**src/rtl/btb_update_ctrl_if.sv**
```systemverilog
// Bundle between the BTB update controller and its environment: EX branch
// handshake, invalidate control, and the shared single-ported table port.
interface btb_update_ctrl_if #(parameter int ENTRIES = 4);
  localparam int IDX_W = $clog2(ENTRIES);
  localparam int TAG_W = 30 - IDX_W;

  logic             ex_valid;
  logic [31:0]      ex_pc;
  logic             ex_taken;
  logic [31:0]      ex_target;
  logic             ex_ready;
  logic             inv_req;
  logic             inv_busy;
  logic             lookup_active;
  logic [IDX_W-1:0] rd_idx;
  logic             rd_valid;
  logic [TAG_W-1:0] rd_tag;
  logic [1:0]       rd_cnt;
  logic             wr_en;
  logic [IDX_W-1:0] wr_idx;
  logic             wr_valid;
  logic [TAG_W-1:0] wr_tag;
  logic [1:0]       wr_cnt;
  logic [31:0]      wr_value;

  // master: EX stage + table/fetch side
  modport master (
    output ex_valid, ex_pc, ex_taken, ex_target, inv_req, lookup_active,
           rd_valid, rd_tag, rd_cnt,
    input  ex_ready, inv_busy, rd_idx, wr_en, wr_idx, wr_valid, wr_tag,
           wr_cnt, wr_value
  );

  // slave: the update controller
  modport slave (
    input  ex_valid, ex_pc, ex_taken, ex_target, inv_req, lookup_active,
           rd_valid, rd_tag, rd_cnt,
    output ex_ready, inv_busy, rd_idx, wr_en, wr_idx, wr_valid, wr_tag,
           wr_cnt, wr_value
  );
endinterface

```
**src/rtl/btb_update_ctrl.sv**
```systemverilog
// BTB write sequencer: queues resolved branches, applies them as tag-checked
// read-modify-write ops, and sweeps the table invalid after reset/request.
module btb_update_ctrl #(
  parameter int ENTRIES = 4,
  parameter int QDEPTH  = 4
) (
  input  logic             clk,
  input  logic             rst,
  btb_update_ctrl_if.slave bus
);
  localparam int IDX_W = $clog2(ENTRIES);
  localparam int TAG_W = 30 - IDX_W;
  localparam int QP_W  = $clog2(QDEPTH);
  localparam int CNT_W = QP_W + 1;

  typedef enum logic [1:0] {INV, IDLE, UPD_RD, UPD_WR} state_t;
  typedef struct packed {
    logic [31:0] pc;
    logic        taken;
    logic [31:0] tgt;
  } br_t;

  state_t           state, state_nxt;
  br_t              q [QDEPTH];
  logic [QP_W-1:0]  head, tail;
  logic [CNT_W-1:0] count;
  logic             push, pop, flush;

  logic [IDX_W-1:0] sweep_idx, op_idx;
  logic [TAG_W-1:0] op_tag;
  logic             op_taken;
  logic [31:0]      op_tgt;
  logic [1:0]       w_cnt;
  logic             hit, upd_go, inv_pend, wr_done;

  assign bus.ex_ready = (count < CNT_W'(QDEPTH)) & (state != INV) & ~bus.inv_req;
  assign push    = bus.ex_valid & bus.ex_ready;
  assign pop     = (state == IDLE) & (count != '0) & ~bus.lookup_active & ~bus.inv_req;
  assign wr_done = (state == UPD_WR) & ~bus.lookup_active;
  // a request seen while a write was pending flushes when that write lands
  assign flush   = (bus.inv_req & (state != INV)) | (wr_done & inv_pend);
  assign hit     = bus.rd_valid & (bus.rd_tag == op_tag);
  assign upd_go  = hit | op_taken;

  always_ff @(posedge clk or posedge rst)
    if (rst) state <= INV;
    else     state <= state_nxt;

  always_comb begin
    state_nxt = state;
    case (state)
      INV:    if (!bus.lookup_active && sweep_idx == IDX_W'(ENTRIES-1)) state_nxt = IDLE;
      IDLE:   if (bus.inv_req) state_nxt = INV;
              else if (pop)    state_nxt = UPD_RD;
      UPD_RD: if (bus.inv_req)             state_nxt = INV;
              else if (!bus.lookup_active) state_nxt = upd_go ? UPD_WR : IDLE;
      UPD_WR: if (wr_done) state_nxt = (bus.inv_req | inv_pend) ? INV : IDLE;
      default: state_nxt = INV;
    endcase
  end

  always_comb begin
    bus.inv_busy = 1'b0;
    bus.rd_idx   = '0;
    bus.wr_en    = 1'b0;
    bus.wr_idx   = '0;
    bus.wr_valid = 1'b0;
    bus.wr_tag   = '0;
    bus.wr_cnt   = 2'b00;
    bus.wr_value = '0;
    case (state)
      INV: begin
        bus.inv_busy = 1'b1;
        bus.wr_idx   = sweep_idx;
        // outputs stay quiet while reset is held
        if (!rst) begin
          bus.wr_en  = ~bus.lookup_active;
          bus.wr_cnt = 2'b01;
        end
      end
      UPD_RD: bus.rd_idx = op_idx;
      UPD_WR: begin
        bus.rd_idx   = op_idx;
        bus.wr_en    = ~bus.lookup_active;
        bus.wr_idx   = op_idx;
        bus.wr_valid = 1'b1;
        bus.wr_tag   = op_tag;
        bus.wr_cnt   = w_cnt;
        bus.wr_value = op_tgt;
      end
      default: ;
    endcase
  end

  always_ff @(posedge clk)
    if (push) q[tail] <= '{pc: bus.ex_pc, taken: bus.ex_taken, tgt: bus.ex_target};

  always_ff @(posedge clk or posedge rst)
    if (rst) begin
      head  <= '0;
      tail  <= '0;
      count <= '0;
    end else if (flush) begin
      head  <= '0;
      tail  <= '0;
      count <= '0;
    end else begin
      if (push) tail <= tail + 1'b1;
      if (pop)  head <= head + 1'b1;
      count <= count + CNT_W'(push) - CNT_W'(pop);
    end

  always_ff @(posedge clk or posedge rst)
    if (rst) begin
      sweep_idx <= '0;
      op_idx    <= '0;
      op_tag    <= '0;
      op_taken  <= 1'b0;
      op_tgt    <= '0;
      w_cnt     <= 2'b00;
      inv_pend  <= 1'b0;
    end else begin
      if (pop) begin
        op_idx   <= q[head].pc[IDX_W+1:2];
        op_tag   <= q[head].pc[31:IDX_W+2];
        op_taken <= q[head].taken;
        op_tgt   <= q[head].tgt;
      end
      if (state == UPD_RD && !bus.inv_req && !bus.lookup_active && upd_go) begin
        if (!hit)          w_cnt <= 2'b10;
        else if (op_taken) w_cnt <= (bus.rd_cnt == 2'b11) ? 2'b11 : bus.rd_cnt + 2'b01;
        else               w_cnt <= (bus.rd_cnt == 2'b00) ? 2'b00 : bus.rd_cnt - 2'b01;
      end
      if (flush)                                   sweep_idx <= '0;
      else if (state == INV && !bus.lookup_active) sweep_idx <= sweep_idx + 1'b1;
      inv_pend <= (state == UPD_WR) & bus.lookup_active & (inv_pend | bus.inv_req);
    end
endmodule

```
**src/flat_wrapper.sv**
```systemverilog
// flat-port wrapper written by rule: the top's interface ports become plain ports
module btb_update_ctrl_flat 
#(
  parameter int ENTRIES = 4,
  parameter int QDEPTH  = 4
)
  (clk, rst, bus_ex_valid, bus_ex_pc, bus_ex_taken, bus_ex_target, bus_inv_req, bus_lookup_active, bus_rd_valid, bus_rd_tag, bus_rd_cnt, bus_ex_ready, bus_inv_busy, bus_rd_idx, bus_wr_en, bus_wr_idx, bus_wr_valid, bus_wr_tag, bus_wr_cnt, bus_wr_value);
  btb_update_ctrl_if #(.ENTRIES(ENTRIES)) bus_i ();
  input  logic clk;
  input  logic rst;
  input wire logic [$bits(bus_i.ex_valid)-1:0] bus_ex_valid;
  input wire logic [$bits(bus_i.ex_pc)-1:0] bus_ex_pc;
  input wire logic [$bits(bus_i.ex_taken)-1:0] bus_ex_taken;
  input wire logic [$bits(bus_i.ex_target)-1:0] bus_ex_target;
  input wire logic [$bits(bus_i.inv_req)-1:0] bus_inv_req;
  input wire logic [$bits(bus_i.lookup_active)-1:0] bus_lookup_active;
  input wire logic [$bits(bus_i.rd_valid)-1:0] bus_rd_valid;
  input wire logic [$bits(bus_i.rd_tag)-1:0] bus_rd_tag;
  input wire logic [$bits(bus_i.rd_cnt)-1:0] bus_rd_cnt;
  output wire logic [$bits(bus_i.ex_ready)-1:0] bus_ex_ready;
  output wire logic [$bits(bus_i.inv_busy)-1:0] bus_inv_busy;
  output wire logic [$bits(bus_i.rd_idx)-1:0] bus_rd_idx;
  output wire logic [$bits(bus_i.wr_en)-1:0] bus_wr_en;
  output wire logic [$bits(bus_i.wr_idx)-1:0] bus_wr_idx;
  output wire logic [$bits(bus_i.wr_valid)-1:0] bus_wr_valid;
  output wire logic [$bits(bus_i.wr_tag)-1:0] bus_wr_tag;
  output wire logic [$bits(bus_i.wr_cnt)-1:0] bus_wr_cnt;
  output wire logic [$bits(bus_i.wr_value)-1:0] bus_wr_value;
  assign bus_i.ex_valid = bus_ex_valid;
  assign bus_i.ex_pc = bus_ex_pc;
  assign bus_i.ex_taken = bus_ex_taken;
  assign bus_i.ex_target = bus_ex_target;
  assign bus_i.inv_req = bus_inv_req;
  assign bus_i.lookup_active = bus_lookup_active;
  assign bus_i.rd_valid = bus_rd_valid;
  assign bus_i.rd_tag = bus_rd_tag;
  assign bus_i.rd_cnt = bus_rd_cnt;
  assign bus_ex_ready = bus_i.ex_ready;
  assign bus_inv_busy = bus_i.inv_busy;
  assign bus_rd_idx = bus_i.rd_idx;
  assign bus_wr_en = bus_i.wr_en;
  assign bus_wr_idx = bus_i.wr_idx;
  assign bus_wr_valid = bus_i.wr_valid;
  assign bus_wr_tag = bus_i.wr_tag;
  assign bus_wr_cnt = bus_i.wr_cnt;
  assign bus_wr_value = bus_i.wr_value;
  btb_update_ctrl #(.ENTRIES(ENTRIES), .QDEPTH(QDEPTH)) u_core (.clk(clk), .rst(rst), .bus(bus_i));
endmodule
```
**config.mk**
```make
export PLATFORM = sky130hd
export DESIGN_NAME = btb_update_ctrl_flat
export DESIGN_NICKNAME = d
export VERILOG_FILES = /design/src/rtl/btb_update_ctrl_if.sv /design/src/rtl/btb_update_ctrl.sv /design/src/flat_wrapper.sv
export SDC_FILE = /design/constraint.sdc
export NUM_CORES = 1
export LEC_CHECK = 0
export CELL_PAD_IN_SITES_DETAIL_PLACEMENT = 0
export CELL_PAD_IN_SITES_GLOBAL_PLACEMENT = 1
export CORE_ASPECT_RATIO = 0.9
export CORE_MARGIN = 2
export CORE_UTILIZATION = 45
export CTS_BUF_LIST = sky130_fd_sc_hd__clkbuf_4
export DETAILED_ROUTE_END_ITERATION = 7
export PLACE_DENSITY = 0.86
export REMOVE_ABC_BUFFERS = 1
export SLEW_MARGIN = 40
export SYNTH_ARGS = -nofsm -noshare
export SYNTH_HDL_FRONTEND = slang
export SYNTH_SLANG_ARGS = --single-unit
```
**constraint.sdc**
```tcl
create_clock -name clk -period 6.34 [get_ports clk]
set_input_delay 1.585 -clock clk [delete_from_list [all_inputs] [get_ports clk]]
set_output_delay 1.585 -clock clk [all_outputs]
set_load 0.005 [all_outputs]
```
== Word-level counts from Yosys, hierarchy flattened ==
Memories as Yosys holds them, arrays and structs flattened. A register that Yosys moved wholly into a read port is not among the register bits.
Cells that the tools add are included.
Storage, ports and cells
  register bits: 14
  bits in latches: 0
  RAM bits: 260
  bits in read-only memories: 0
  input bits: 101
  output and inout port bits: 70
  memories: 1
Memories
  u_core.q: words 4, bits a word 65, rd ports 1, clocked after Yosys merged registers in 1, write ports 1, line btb_update_ctrl.sv:24  | br_t q [QDEPTH];
Operators by class
  add/subtract/negate cells: 7
  multiply operators: 0
  div/mod/pow operators: 0
  order comparisons: 1
  eq/ne operators: 10
  shift operators: 0
  muxes and demuxes: 32
  bitwise operators: 17
  reductions and logical operators: 16
Operator list (count)
  2-bit 2-to-1 mux: 18
  32-bit 2-to-1 mux: 1
  28-bit equality test: 1
  28-bit 2-to-1 mux: 1
  1-bit AND: 12
  2-bit by 1-bit adder with 2-bit output, second input constant: 4
  2-bit equality test, second input constant: 4
  2-bit case mux with 2 select lines: 2
  2-bit case mux with 4 select lines: 1
  2-bit nonzero test: 4
  1-bit 2-to-1 mux: 7
  1-bit logical AND: 5
  2-bit zero test: 2
  2-bit by 1-bit inequality test with 1-bit output, second input constant: 2
  4-bit AND reduction: 1
  3-bit by 1-bit adder with 3-bit output: 1
  3-bit < comparator, second input constant: 1
  3-bit 2-to-1 mux: 1
  3-bit by 2-bit inequality test with 1-bit output, second input constant: 1
  3-bit inequality test, second input constant: 1
  1-bit bitwise OR: 3
  3-bit nonzero test: 1
  3-bit by 1-bit subtractor with 3-bit output: 1
  2-bit by 1-bit equality test with 1-bit output, second input constant: 1
  other kinds (5): 7

== Logic depth before layout (Yosys ltp) ==
Gate-level depths: netlist (run 1).
  depth in word-level cells: 7
  depth in mapped cells: 13
  gate-level depth less buffers: 11

== Worst setup path before layout (run 1) ==
No wires, ideal clock.
  path type: input to register
  start: in bus_inv_req
  end: mem u_core.q[2][0] (netlist bit), enable pin
  setup time: 428 ps
  arrival: 3532 ps
  required time: 5912 ps
  setup slack: 2380 ps
  stages: 2
  cell sequence: nor3_1 > and3_1
Between the ends
  word-level cells in the longest chain between the ends: 5
Ends and longest elaborated chain
  start, declared: line flat_wrapper.sv:15  | input wire logic [$bits(bus_i.inv_req)-1:0] bus_inv_req;
  1-bit NOT: line btb_update_ctrl.sv:36  | assign bus.ex_ready = (count < CNT_W'(QDEPTH)) & (state != INV) & ~bus.inv_req;
  1-bit AND: line btb_update_ctrl.sv:36
  1-bit AND: line btb_update_ctrl.sv:37  | assign push = bus.ex_valid & bus.ex_ready;
  1-bit 2-to-1 mux: line btb_update_ctrl.sv:96  | if (push) q[tail] <= '{pc: bus.ex_pc, taken: bus.ex_taken, tgt: bus.ex_target};
  1-bit 2-to-1 mux (not written as such): line btb_update_ctrl.sv:96
  end, declared: line btb_update_ctrl.sv:24
No other way between the ends.

== Worst setup path after layout (run 1) ==
  start: in bus_inv_req
  end: out bus_ex_ready
Between the ends
  word-level cells in the longest chain between the ends: 2
Ends and longest elaborated chain
  1-bit NOT: line btb_update_ctrl.sv:36
  1-bit AND: line btb_update_ctrl.sv:36
  end, declared: line flat_wrapper.sv:20  | output wire logic [$bits(bus_i.ex_ready)-1:0] bus_ex_ready;
No other way between the ends.

==> results by group, run 1 <==
Timing
  • Clk_skew: 0.0720 ns
  • Fmax: 208 MHz
  • Worst-margin pin slew: 0.749 ns
  • Endpoints failing setup: 0
  • Final period utilization: 75.9%
  • Max_slew headroom: 50.1%
  • Final Max Tran Viols: 0
  • Clock period minus worst slack: 4.81 ns
  • Setup TNS: 0 ns
  • RSZ-0062 raised after global routing: no
  • Final Hold Fails: 0

Drt
  • DRC: 0
  • Via count: 6902
  • DRT antenna net count: 0
  • Avg Vias per Cell: 4.98
  • Initial drt markers: 366
  • Total wire length: 26500 um
  • WL/cell: 19.1 um
  • TritonRoute pass-1 iters: 4

Clock tree
  • Clk slew on worst S/H paths: 0.07 ns
  • H-tree depth: 3
  • Clock latency on the worst-skew pair: 0.70 ns
  • CTS buffer count: 83
  • Longest Clk Path Bufs: 3
  • CTS tree: done
  • Root Buffer: clkbuf_4
  • CTS sink cnt: 329
  • Post-CTS Resized: 0
  • Hold-fix buffers, CTS: 0
  • Number of post-CTS setup repair buffers: 0

Setup path
  • Critical path required time: 4.76 ns
  • Arr. time, crit path: 3.23 ns
  • Crit start category: input pin
  • Crit end category: output port
  • Crit Path Category: in2out
  • Crit Path Max Fanout: 6

Final layout
  • Area of the multi-input gates: 0.00346 mm2
  • Fill cell count: 2237
  • Area grow syn2layout: 25.6%
  • FF+latch area: 0.00950 mm2
  • Total Nets Final: 1033
  • Layout cell share with drive strength beyond 1: 30.3%
  • Filler-free cell count of the finished design: 1385

Synth
  • Count leader, synth: edfxtp_1
  • Adder-cell share of the synthesized area: 1.27%
  • Post-synth top area cell: edfxtp_1
  • Yosys cell types: 42
  • Post-Syn Instances: 687
  • Top_reg_cell synth: edfxtp_1
  • Yosys warns: 0
  • Top area cells in the synthesized netlist: edfxtp_1, dfrtp_1, mux4_2
  • Synth Register Bits: 329
  • Simple-gate share of the synthesized area: 5.20%
  • Top cells by count, synth: edfxtp_1, dfrtp_1, mux2_2, mux4_2, and2_1
  • EDFF count, synth: 252
  • Mapped Avg Cell Area: 19.2 um2
  • Mapped Area: 0.0132 mm2
  • Synth Area in Compound Gates: 1.07%
  • Post-synthesis mux area share: 16.3%
  • Synth top area share: 57.4%
  • XOR/XNOR Fraction of Synth Area: 2.19%
  • Sequential share of the synthesized area: 72.0%
  • Largest family of logic cells by synthesized area: multiplexers
  • Post-synth ARST share: 23.4%

Floorplanning
  • IO Pins: 171
  • Die height: 166 um
  • Initial Utilization: 45.7%
  • Die width: 184 um
  • CORE AREA: 0.0289 mm2
  • Die Area: 0.0307 mm2
  • Row cnt: 59

Power
  • P_leak: 5.72 nW
  • Peak supply drop: 0.209 mV
  • Power per cell area: 359 mW/mm2

Run
  • Max Cap Viol: 0

GRT
  • Largest net degree at the start of global routing: 67
  • Total Routing Usage GR: 17.7%
  • Number of global-route vias before repair: 7442
  • Initial antenna violation count: 2
  • First-pass GRT wire length: 41000 um
  • Congestion Overflow GR: 0

Outcome
  • Run status: completed

Placed design
  • Detailed Place HPWL: 16000 um
  • # placed instances: 1231
  • Routability Congestion: 0.717
  • Port Buf Inserts: 168

Min path
  • HP Class: reg2reg
-- cells in the final DEF (no fill, tap or decap), types with 3 or more instances in the layout --
cell type and instances:
a21oi_1 10, and2_1 62, and3_4 4, buf_12 7
buf_4 3, clkbuf_4 135, clkdlybuf4s50_1 168, clkinv_1 7
clkinv_2 4, dfrtp_1 75, edfxtp_1 252, ha_1 10
inv_1 15, mux2_2 63, mux4_2 63, nand2_1 6
nand4_1 5, nor2_1 19, nor3_1 3, xnor2_1 32
-- through the flow --
stage / power [mW] / cell area (um2) / worst slack [ns] / hold WS [ns] / utilization (%)
floorplan: 3.65 / 13000 / 1.58 / 0.472 / -
global route: 6.28 / 16600 / 1.34 / 0.524 / 57.4
detailed placement: 4.13 / 15400 / 1.49 / 0.489 / 53.3
finish: 5.94 / 16600 / 1.53 / 0.501 / 57.4
CTS: 6.04 / 16500 / 1.49 / 0.504 / 57.3
global placement: 4.07 / 15200 / 1.53 / 0.482 / 52.8
-- worst max-delay path, stage by stage --
cell             delay, ns
clkdlybuf4s50_1       0.51
nor3_1                0.51
clkdlybuf4s50_1       0.62
-- power breakdown --
group	switching, mW	leakage [nW]	total, mW	internal (mW)
Clock	0.833	0.689	1.88	1.05
Sequential	0.236	3.21	2.90	2.66
Combinational	0.463	1.82	1.16	0.698
Total	1.53	5.72	5.94	4.41
-- per-layer routing --
layer | part of all wire, % | vias to the layer above | GRT usage (%) | routed length [um]
li1 | - | 3171 | - | -
met1 | 44 | 3486 | 23.1 | 11500
met2 | 49 | 209 | 28.8 | 13000
met3 | 5.6 | 36 | 4.39 | 1490
met4 | 1.6 | 0 | 6.37 | 431
met5 | 0 | - | 0 | 0
-- sequential cells by signal, summed over array words and instances, names as in the netlist, 2 cells and up --
signal and cells:
u_core.state 2, u_core.count 3, u_core.op_tag 28, u_core.op_tgt 32, u_core.head 2, u_core.op_idx 2, u_core.sweep_idx 2, u_core.q 252
u_core.tail 2, u_core.w_cnt 2
-- worst paths after layout --
path                                         from                 to  slack [ns]  cells past startpoint
max in group asynchronous                     rst     u_core.head[0]        3.80                      3
min in group asynchronous                     rst    u_core.w_cnt[1]        1.36                      2
worst min-delay path            u_core.op_tgt[25]  u_core.op_tgt[25]        0.50                      1
worst max register to register    u_core.state[0]    u_core.q[3][48]        3.60                      5
worst min register to register  u_core.op_tgt[25]  u_core.op_tgt[25]        0.50                      1
worst max-delay path                  bus_inv_req       bus_ex_ready        1.53                      3
-- kinds of logic (layout without fill, tap and decap cells) --
family | Yosys count | count (layout)
flip-flops | 329 | 329
multiplexers | 128 | 128
AND/OR/NAND/NOR | 114 | 114
buffers and inverters | 48 | 348
XOR/XNOR | 33 | 33
AO/OA/AOI/OAI | 22 | 22
adder cells (fa/ha/maj) | 13 | 13
other | 0 | 2
-- final cells by class --
cell class,count,share of cell area [%]
diodes,2,0.0302
repair buffers,180,11.4
inverters,16,0.378
clock buffers,135,6.12
multi-input cells,310,20.9
well taps,396,2.99
clock inverters,17,0.816
flip-flops and latches,329,57.4
Note: power is estimated with default switching activity, not from simulation.
==> run 2, diff against run 1 <==
--- a/config.mk
+++ b/config.mk
@@ -9,10 +9,10 @@
 export CELL_PAD_IN_SITES_GLOBAL_PLACEMENT = 1
 export CORE_ASPECT_RATIO = 0.9
 export CORE_MARGIN = 2
-export CORE_UTILIZATION = 45
+export CORE_UTILIZATION = 44
 export CTS_BUF_LIST = sky130_fd_sc_hd__clkbuf_4
 export DETAILED_ROUTE_END_ITERATION = 7
-export PLACE_DENSITY = 0.86
+export PLACE_DENSITY = 0.88
 export REMOVE_ABC_BUFFERS = 1
 export SLEW_MARGIN = 40
 export SYNTH_ARGS = -nofsm -noshare
==> constraint.sdc (replaced) <==
create_clock -name clk -period 4.35 [get_ports clk]
set_input_delay 1.0875 -clock clk [delete_from_list [all_inputs] [get_ports clk]]
set_output_delay 1.0875 -clock clk [all_outputs]
set_load 0.005 [all_outputs]
==> results by group, run 2 (same netlist as run 1, synthesis figures left out) <==
Setup path
  • CP cell instances: inv_1 -> ha_1 -> nor2b_1 -> nor2_1 -> nor3_1 -> clkdlybuf4s50_1
  • CP peak stage delay: 0.53 ns (-0.09 ns)
  • Crit Path Max Fanout: 12 (+6)
  • Crit start category: register
  • Arr. time, crit path: 2.63 ns (-0.60 ns)
  • Critical path required time: 3.26 ns (-1.50 ns)
  • Crit-path slowest cell: clkdlybuf4s50_1
  • Crit end category: output port
  • Crit Path Category: reg2out

Timing
  • Worst-margin pin slew: 0.745 ns (-0.00377 ns)
  • Setup TNS: 0 ns (unchanged)
  • Fmax: 269 MHz
  • Max_slew headroom: 50.3% (+0.25 points)
  • Clock period minus worst slack: 3.72 ns
  • Endpoints failing setup: 0 (unchanged)
  • Final Hold Fails: 0 (unchanged)
  • RSZ-0062 raised after global routing: no
  • Final period utilization: 85.5%
  • Clk_skew: 0.0396 ns (-0.0324 ns)
  • Final Max Tran Viols: 0 (unchanged)

Power
  • Peak supply drop: 0.264 mV (+26%)
  • Net load switching power: 2.25 mW (+47%)
  • Gate power share: 19.9% (+0.4 points)
  • Pint: 6.45 mW (+46%)
  • Sequential share of power: 48.2% (-0.6 points)
  • Power per cell area: 524 mW/mm2 (+46%)
  • Sw Share: 25.8% (+0.045 points)
  • Overall Power: 8.70 mW (+46%)
  • P_leak: 5.77 nW (+0.93%)
  • Clock share of power: 31.9% (+0.2 points)

Final layout
  • Final core occ: 56.0% (-1.3 points)
  • Largest register FFs: 252 (unchanged)
  • Biggest register: u_core.q
  • Layout cell share with drive strength beyond 1: 30.9% (+0.59 points)
  • Commonest non-fill, non-tap cell in the layout: edfxtp_1
  • Most frequent cells in the layout: edfxtp_1, clkdlybuf4s50_1, clkbuf_4
  • Diodes inserted: 0 (-2)
  • Total Nets Final: 1046 (+1.3%)
  • Filler-free cell count of the finished design: 1410 (+1.8%)
  • Area grow syn2layout: 26.0%
  • Biggest regs: u_core.q x252, u_core.op_tgt x32, u_core.op_tag x28

Drt
  • Initial drt markers: 419 (+14%)
  • Total wire length: 26500 um (+0.14%)
  • DRT antenna net count: 0 (unchanged)
  • Via count: 6960 (+0.84%)
  • Avg Vias per Cell: 4.94 (-0.95%)
  • WL/cell: 18.8 um (-1.6%)
  • TritonRoute pass-1 iters: 4 (unchanged)
  • DRC: 0 (unchanged)

Clock tree
  • Hold-fix buffers, CTS: 0 (unchanged)
  • Clock latency on the worst-skew pair: 0.70 ns (about the same)
  • Post-CTS Resized: 0 (unchanged)
  • Number of post-CTS setup repair buffers: 0 (unchanged)
  • H-tree depth: 3 (unchanged)
  • CTS sink cnt: 329 (unchanged)
  • Root Buffer: clkbuf_4
  • Clk slew on worst S/H paths: 0.07 ns (about the same)
  • CTS tree: done
  • Longest Clk Path Bufs: 3 (unchanged)
  • CTS buffer count: 87 (+4.8%)

GRT
  • Total Routing Usage GR: 17.5% (-0.20 points)
  • Initial antenna violation count: 2 (unchanged)
  • Number of global-route vias before repair: 7705 (+3.5%)
  • Largest net degree at the start of global routing: 49 (-27%)
  • First-pass GRT wire length: 41800 um (+2.0%)
  • Congestion Overflow GR: 0 (unchanged)

Floorplanning
  • IO Pins: 171 (unchanged)
  • Initial Utilization: 44.4% (-1.2 points)
  • Die height: 168 um (+1.1%)
  • Row cnt: 60 (+1.7%)
  • CORE AREA: 0.0297 mm2 (+2.7%)
  • Die Area: 0.0314 mm2 (+2.2%)
  • Die width: 186 um (+1.1%)

Placed design
  • Port Buf Inserts: 168 (unchanged)
  • # placed instances: 1246 (+1.2%)
  • Routability Congestion: 0.739 (+3.0%)
  • Detailed Place HPWL: 16200 um (+0.91%)

Run
  • Max Cap Viol: 0 (unchanged)

Min path
  • HP Class: reg2reg

Outcome
  • Run status: completed
-- run 2: cell types whose count changed in the layout (fill, tap and decap cells not counted), moves of 2 or more --
| cell | delta |
|---|---|
| buf_4 | +14 |
| diode_2 | -2 |
| clkinv_1 | +7 |
| clkinv_2 | -4 |
| buf_12 | -3 |
| clkbuf_4 | +7 |
-- run 2: metal layers --
layer / routed length [um] / up-vias / part of all wire [%] / GRT usage, %
met2: 13100 / 227 / 49 / 28.9
met1: 11200 / 3479 / 42 / 22.2
met4: 501 / 2 / 1.9 / 6.40
met5: 13 / - / 0.049 / 0
met3: 1760 / 50 / 6.6 / 4.92
li1: - / 3202 / - / -
-- run 2: area by class of cell --
| class | count | area [um2] |
|---|---|---|
| inverter | 16 | 62.6 |
| timing repair buffer | 189 | 1890 |
| clock inverter | 21 | 123 |
| fill | 2361 | 13000 |
| clock buffer | 142 | 1070 |
| sequential | 329 | 9500 |
| multi-input combinational | 310 | 3460 |
| tap | 403 | 504 |
-- run 2: path summary, 6_finish.rpt --
path	from	end	slack (ns)	cells past startpoint
setup / recovery	u_core.state[0]	bus_wr_en	0.63	6
hold / removal	u_core.op_tgt[5]	u_core.op_tgt[5]	0.50	1
setup reg to reg	u_core.state[0]	u_core.count[2]	1.65	10
hold reg to reg	u_core.op_tgt[5]	u_core.op_tgt[5]	0.50	1
max in group asynchronous	rst	u_core.head[1]	2.83	3
min in group asynchronous	rst	u_core.state[1]	0.82	2
-- run 2: worst max-delay path, delay by kind of cell, from the launching register on --
family | cells | cell delay [ns]
flip-flops | 1 | 0.42
AND/OR/NAND/NOR | 3 | 0.45
buffers and inverters | 2 | 0.66
adder cells (fa/ha/maj) | 1 | 0.43
-- run 2: stage by stage --
stage               hold WS, ns  worst slack [ns]  instance area [um2]
finish                    0.495             0.632                16600
global route              0.510             0.458                16600
floorplan                 0.472            0.0901                13000
detailed placement        0.487             0.760                15400
CTS                       0.501             0.278                16600
global placement          0.482             0.791                15400
-- run 2: power by group through the flow --
stage               registers (mW)  logic, mW  clock network (mW)
floorplan                     4.20       1.12                   0
global placement              4.28       1.67                   0
detailed placement            4.29       1.72                   0
global route                  4.26       1.90                3.03
CTS                           4.23       1.73                2.86
finish                        4.19       1.73                2.78
